### src/rtl/sr_latch_arbiter.sv
`default_nettype none
// ============================================================================
//  Module   : sr_latch_arbiter
//  Brief    : Round-robin arbiter that lets two requesters write one of four
//             gated SR latches (setup / enable pulse / hold / readback check).
//  Revision : 1.0 - initial release
// ============================================================================
module sr_latch_arbiter #(
  parameter int PULSE_CYC = 2,  // enable pulse width in clk cycles (1..15)
  parameter int NLATCH    = 4   // number of latches, addressed with 2 bits
) (
  input  logic              clk,
  input  logic              rst_n,
  input  logic              req0,
  input  logic              req1,
  input  logic              op0,
  input  logic              op1,
  input  logic [1:0]        addr0,
  input  logic [1:0]        addr1,
  input  logic [NLATCH-1:0] q_in,
  output logic [NLATCH-1:0] latch_s,
  output logic [NLATCH-1:0] latch_r,
  output logic [NLATCH-1:0] latch_en,
  output logic              ack0,
  output logic              ack1,
  output logic              err,
  output logic              busy
);

  typedef enum logic [2:0] {
    S_IDLE  = 3'd0,
    S_SETUP = 3'd1,
    S_PULSE = 3'd2,
    S_HOLD  = 3'd3,
    S_CHECK = 3'd4
  } state_t;

  // Counter reload: the PULSE state is left when the counter reaches zero.
  localparam logic [3:0] c_PULSE_LOAD = 4'(PULSE_CYC - 1);

  state_t            r_state;
  logic              r_op;
  logic [1:0]        r_addr;
  logic              r_id;
  logic              r_last;     // last granted requester, 1 after reset
  logic [3:0]        r_cnt;
  logic [NLATCH-1:0] r_s;
  logic [NLATCH-1:0] r_r;
  logic [NLATCH-1:0] r_en;
  logic              r_ack0;
  logic              r_ack1;
  logic              r_err;
  logic              r_busy;

  logic              w_any;
  logic              w_grant1;
  logic              w_op;
  logic [1:0]        w_addr;
  logic [NLATCH-1:0] w_new_sel;
  logic [NLATCH-1:0] w_sel;

  // Requester 1 wins when alone, or on a tie when requester 0 was served last.
  assign w_any     = req0 | req1;
  assign w_grant1  = req1 & (~req0 | ~r_last);
  assign w_op      = w_grant1 ? op1 : op0;
  assign w_addr    = w_grant1 ? addr1 : addr0;
  assign w_new_sel = NLATCH'(1) << w_addr;
  assign w_sel     = NLATCH'(1) << r_addr;

  // Single state machine: state, captured transaction and all registered outputs.
  always_ff @(posedge clk) begin
    if (!rst_n) begin
      r_state <= S_IDLE;
      r_op    <= 1'b0;
      r_addr  <= 2'd0;
      r_id    <= 1'b0;
      r_last  <= 1'b1;
      r_cnt   <= 4'd0;
      r_s     <= '0;
      r_r     <= '0;
      r_en    <= '0;
      r_ack0  <= 1'b0;
      r_ack1  <= 1'b0;
      r_err   <= 1'b0;
      r_busy  <= 1'b0;
    end else begin
      // Completion strobes are single-cycle unless re-armed below.
      r_ack0 <= 1'b0;
      r_ack1 <= 1'b0;
      r_err  <= 1'b0;
      case (r_state)
        S_IDLE: begin
          r_en <= '0;
          if (w_any) begin
            r_state <= S_SETUP;
            r_op    <= w_op;
            r_addr  <= w_addr;
            r_id    <= w_grant1;
            r_last  <= w_grant1;
            r_s     <= w_op ? w_new_sel : '0;
            r_r     <= w_op ? '0 : w_new_sel;
            r_busy  <= 1'b1;
          end else begin
            r_s    <= '0;
            r_r    <= '0;
            r_busy <= 1'b0;
          end
        end
        S_SETUP: begin
          // S/R have been stable for a full cycle; open the latch gate now.
          r_state <= S_PULSE;
          r_en    <= w_sel;
          r_cnt   <= c_PULSE_LOAD;
        end
        S_PULSE: begin
          if (r_cnt == 4'd0) begin
            r_state <= S_HOLD;
            r_en    <= '0;
          end else begin
            r_cnt <= r_cnt - 4'd1;
          end
        end
        S_HOLD: begin
          // Gate is closed; release S/R and report the readback result.
          r_state <= S_CHECK;
          r_s     <= '0;
          r_r     <= '0;
          r_ack0  <= ~r_id;
          r_ack1  <= r_id;
          r_err   <= (q_in[r_addr] != r_op);
        end
        S_CHECK: begin
          r_state <= S_IDLE;
          r_busy  <= 1'b0;
        end
        default: begin
          r_state <= S_IDLE;
          r_s     <= '0;
          r_r     <= '0;
          r_en    <= '0;
          r_busy  <= 1'b0;
        end
      endcase
    end
  end

  assign latch_s  = r_s;
  assign latch_r  = r_r;
  assign latch_en = r_en;
  assign ack0     = r_ack0;
  assign ack1     = r_ack1;
  assign err      = r_err;
  assign busy     = r_busy;

endmodule
`default_nettype wire
### config.mk
export PLATFORM = sky130hd
export DESIGN_NAME = sr_latch_arbiter
export DESIGN_NICKNAME = d
export VERILOG_FILES = /design/src/rtl/sr_latch_arbiter.sv
export SDC_FILE = /design/constraint.sdc
export NUM_CORES = 1
export LEC_CHECK = 0
export ABC_AREA = 0
export BUFFER_PORTS_ARGS = -buffer_cell sky130_fd_sc_hd__buf_4
export CAP_MARGIN = 15
export CORE_ASPECT_RATIO = 0.6
export CORE_MARGIN = 10
export CORE_UTILIZATION = 55
export DETAILED_ROUTE_END_ITERATION = 8
export GPL_TIMING_DRIVEN = 0
export PLACE_DENSITY = 0.93
export REMOVE_ABC_BUFFERS = 1
export SLEW_MARGIN = 20
export SYNTH_ARGS = -nofsm -noshare
export SYNTH_HDL_FRONTEND = slang
export SYNTH_SLANG_ARGS = --single-unit
### constraint.sdc
create_clock -name clk -period 3.4 [get_ports clk]
set_clock_uncertainty 0.05 [all_clocks]
set_input_delay 0.68 -clock clk [delete_from_list [all_inputs] [get_ports clk]]
set_output_delay 0.68 -clock clk [all_outputs]
set_load 0.01 [all_outputs]
==> qor.csv <==
stage,metric,value,unit
yosys,synthXorXnorAreaFrac,3.226,%
detailed_routing,num_vias,1118,
global_routing,antenna_found_initial,0,
placement,gp_congestion,0.8948,
yosys,synth_top_area_share,41.29,%
floorplanning,die_w,84.14,um
cts,holdBufCountCts,0,
yosys,async_reset_ff_share,0,%
power_and_ir_drop,comb_power_share,24.6,%
placement,dp_slack,1425,ps
timing,tightest_slew,462.1,ps
finish,layout.nets,180,
timing,slew_violations,0,
cts,cts.sinks,28,
yosys,synth_fa_ha_area_share,1.843,%
yosys,seq_area_frac_synth,41.29,%
power_and_ir_drop,clkPwrFrac,23.1,%
power_and_ir_drop,p_leak,0.0006840,uW
floorplanning,die_h,58.49,um
detailed_routing,wirelength,3200,um
timing,layout_setup_ws,1573,ps
yosys,ys_ff_latch,28,
cts,cts_root_buf,clkbuf_8,
setup_path,cp_slowest_stage_delay,590,ps
power_and_ir_drop,p_switching,222.4,uW
finish,mostFrequentLayoutCell,buf_4,
setup_path,cp-end-kind,register,
cts,clkLatencyLatePin,270,ps
cts,cts_buffers,3,
timing,rsz0062_at_grt,no,
yosys,synth.avg_cell_area,9.837,sq um
power_and_ir_drop,pwr-share-seq,52.3,%
finish,final_cell_mix,"buf_4, dfxtp_1, nand2_1, nor2_1, nor3b_1",
detailed_routing,drtAntennaViolNets,0,
detailed_routing,drt_iter0_markers,149,
timing,setup_tns,0,ps
detailed_routing,wl_per_cell,16.67,um
timing,fin_crit_sh,53.75,%
yosys,yosysTopAreaCell,dfxtp_1,
placement,dp_hpwl,2530,um
cts,cts_tree,yes,
timing,final.min_clock_period,1827,ps
cts,post_cts.repair.setup_buffers,0,
floorplanning,core_area,0.002261,sq mm
finish,multi_input_area,704.4,sq um
setup_path,crit_path_max_fanout,12,
yosys,synth_flop_cell,dfxtp_1,
yosys,synth-compound-area-share,18.53,%
yosys,ys_types,42,
detailed_routing,drcViolationCount,0,
floorplanning,die_area,0.004921,sq mm
hold_path,hp-class,register to register,
yosys,synth_top_family_by_area,simple AND/OR/NAND/NOR gates,
yosys,synth.mux.area_fraction,3.779,%
placement,io_buffers,29,
global_routing,grt_pass1_vias,1069,
yosys,syn_area,0.001358,sq mm
power_and_ir_drop,power.density,473.5,mW/mm^2
yosys,ys_warn_count,0,
finish,seq_area,560.5,sq um
global_routing,grt_pass1_wl,4968,um
job,maxCapViolations,0,
floorplanning,start_util,60.04,%
timing,finalHoldViolCount,0,
detailed_routing,dr.pass1.iters,4,
cts,clock_path_buffers,2,
yosys,syn_inst,138,
setup_path,crit_slowest_cell,dfxtp_1,
floorplanning,rows,13,
run_status,status,finished clean,
finish,area_growth,15.85,%
finish,diodes,0,
finish,drive_above_1_share,25.31,%
yosys,synthTopCellsByArea,"dfxtp_1, nor3b_1, o2bb2ai_1, nand2_1, buf_6",
cts,htree_levels,1,
power_and_ir_drop,internal-power,522.4,uW
setup_path,path_buf_inv,0,
timing,timing.slew.headroom,69.15,%
power_and_ir_drop,switching_share,29.86,%
setup_path,crit_arrival,1970,ps
detailed_routing,viasPerCell,5.823,
cts,cts.clk_slew.worst_paths,90,ps
setup_path,critPathRequiredTime,3540,ps
timing,max_freq,0.5472,GHz
cts,cts_resized,0,
floorplanning,ioPinCount,30,
setup_path,cp_cell_sequence,"or3b_4, o21ai_1, and2_1, o2bb2ai_1",
yosys,yosys.area_share.simple,24.52,%
yosys,synth_edf_count,0,
global_routing,grt_max_degree,20,
setup_path,crit_type,register to register,
setup_path,crit_path_start_kind,register,
finish,fillerInstances,165,
global_routing,groute.usage.overall,11.95,%
timing,finalSetupViolCount,0,
global_routing,grt_overflow,0,
power_and_ir_drop,irDropWorstVdd,240.5,uV
setup_path,cpLargestDelayFamily,simple AND/OR/NAND/NOR gates,
[flip-flops by register name, indices dropped and copies added (netlist names)]
name      count
r_state       3
r_last        1
r_cnt         4
r_addr        2
latch_r       4
r_id          1
latch_en      4
ack0          1
busy          1
r_op          1
latch_s       4
ack1          1
err           1
[through the flow]
step	hold WS [ps]	instance area, sq um	util [%]	power (uW)	std cells
6_report	429.5	1573	69.56	744.8	192
5_1_grt	449.1	1573	69.56	780.1	192
4_1_cts	431.1	1573	69.56	745.6	192
3_5_place_dp	408.3	1531	67.74	577.8	189
3_3_place_gp	373.6	1531	67.74	565.4	189
2_1_floorplan	357.2	1276	-	510.1	130
[synthesized netlist by cell type (2+ instances only)]
| master | count |
|---|---|
| or3b_4 | 2 |
| xor2_1 | 2 |
| ha_1 | 2 |
| nor3_1 | 5 |
| o21a_1 | 3 |
| a32o_1 | 2 |
| nand2_1 | 13 |
| buf_4 | 2 |
| nor2_1 | 9 |
| inv_1 | 3 |
| nor3b_1 | 7 |
| o2bb2ai_1 | 6 |
| a32oi_1 | 2 |
| o21ai_0 | 3 |
| and3_1 | 3 |
| nand3_1 | 6 |
| o21ai_1 | 2 |
| dfxtp_1 | 28 |
| nor2b_1 | 5 |
| and2_1 | 3 |
| xnor2_1 | 3 |
| buf_6 | 4 |
| o211a_1 | 3 |
| a21oi_1 | 2 |
[cell type report]
| class | instances | area share, % |
|---|---|---|
| inverters | 3 | 0.7160 |
| clock buffers | 3 | 2.625 |
| repair buffers | 29 | 13.84 |
| well taps | 30 | 2.387 |
| flip-flops and latches | 28 | 35.64 |
| multi-input cells | 99 | 44.79 |
[power by group through the flow]
| stage | clock network (uW) | registers [uW] | logic (uW) |
|---|---|---|---|
| after CTS | 175 | 389 | 182 |
| after detailed placement | 0 | 396 | 182 |
| after floorplan | 0 | 392 | 118 |
| final | 172 | 390 | 183 |
| after global routing | 187 | 393 | 200 |
| after global placement | 0 | 393 | 173 |
[per-layer routing]
layer | track usage (%) | vias to the layer above | wire (um) | part of all wire (%)
met3 | 4.533 | 2 | 244 | 7.6
met5 | 0 | - | 0 | 0
met2 | 20.30 | 38 | 1494 | 47
li1 | - | 543 | - | -
met4 | 1.188 | 0 | 12 | 0.38
met1 | 14.58 | 535 | 1448 | 45
[cell families (layout without fill, tap and decap cells)]
family / count (synthesis) / in the layout
and+or+nand+nor: 59 / 59
AOI/OAI and AO/OA: 30 / 30
DFF: 28 / 28
buffers and inverters: 11 / 35
xor gates and xnor gates: 5 / 5
muxes: 3 / 3
adders and majority gates: 2 / 2
[path summary, 6_finish.rpt]
path | from | end | slack, ps | depth (start not counted)
worst min-delay path | latch_s[0]$_SDFFE_PN0N_ | latch_s[0]$_SDFFE_PN0N_ | 430 | 1
worst max-delay path | r_state[0]$_SDFFE_PN0P_ | latch_r[2]$_SDFFE_PN0N_ | 1570 | 4
worst max register to register | r_state[0]$_SDFFE_PN0P_ | latch_r[2]$_SDFFE_PN0N_ | 1570 | 4
worst min register to register | latch_s[0]$_SDFFE_PN0N_ | latch_s[0]$_SDFFE_PN0N_ | 430 | 1
Power figures use the tool's default switching activity.
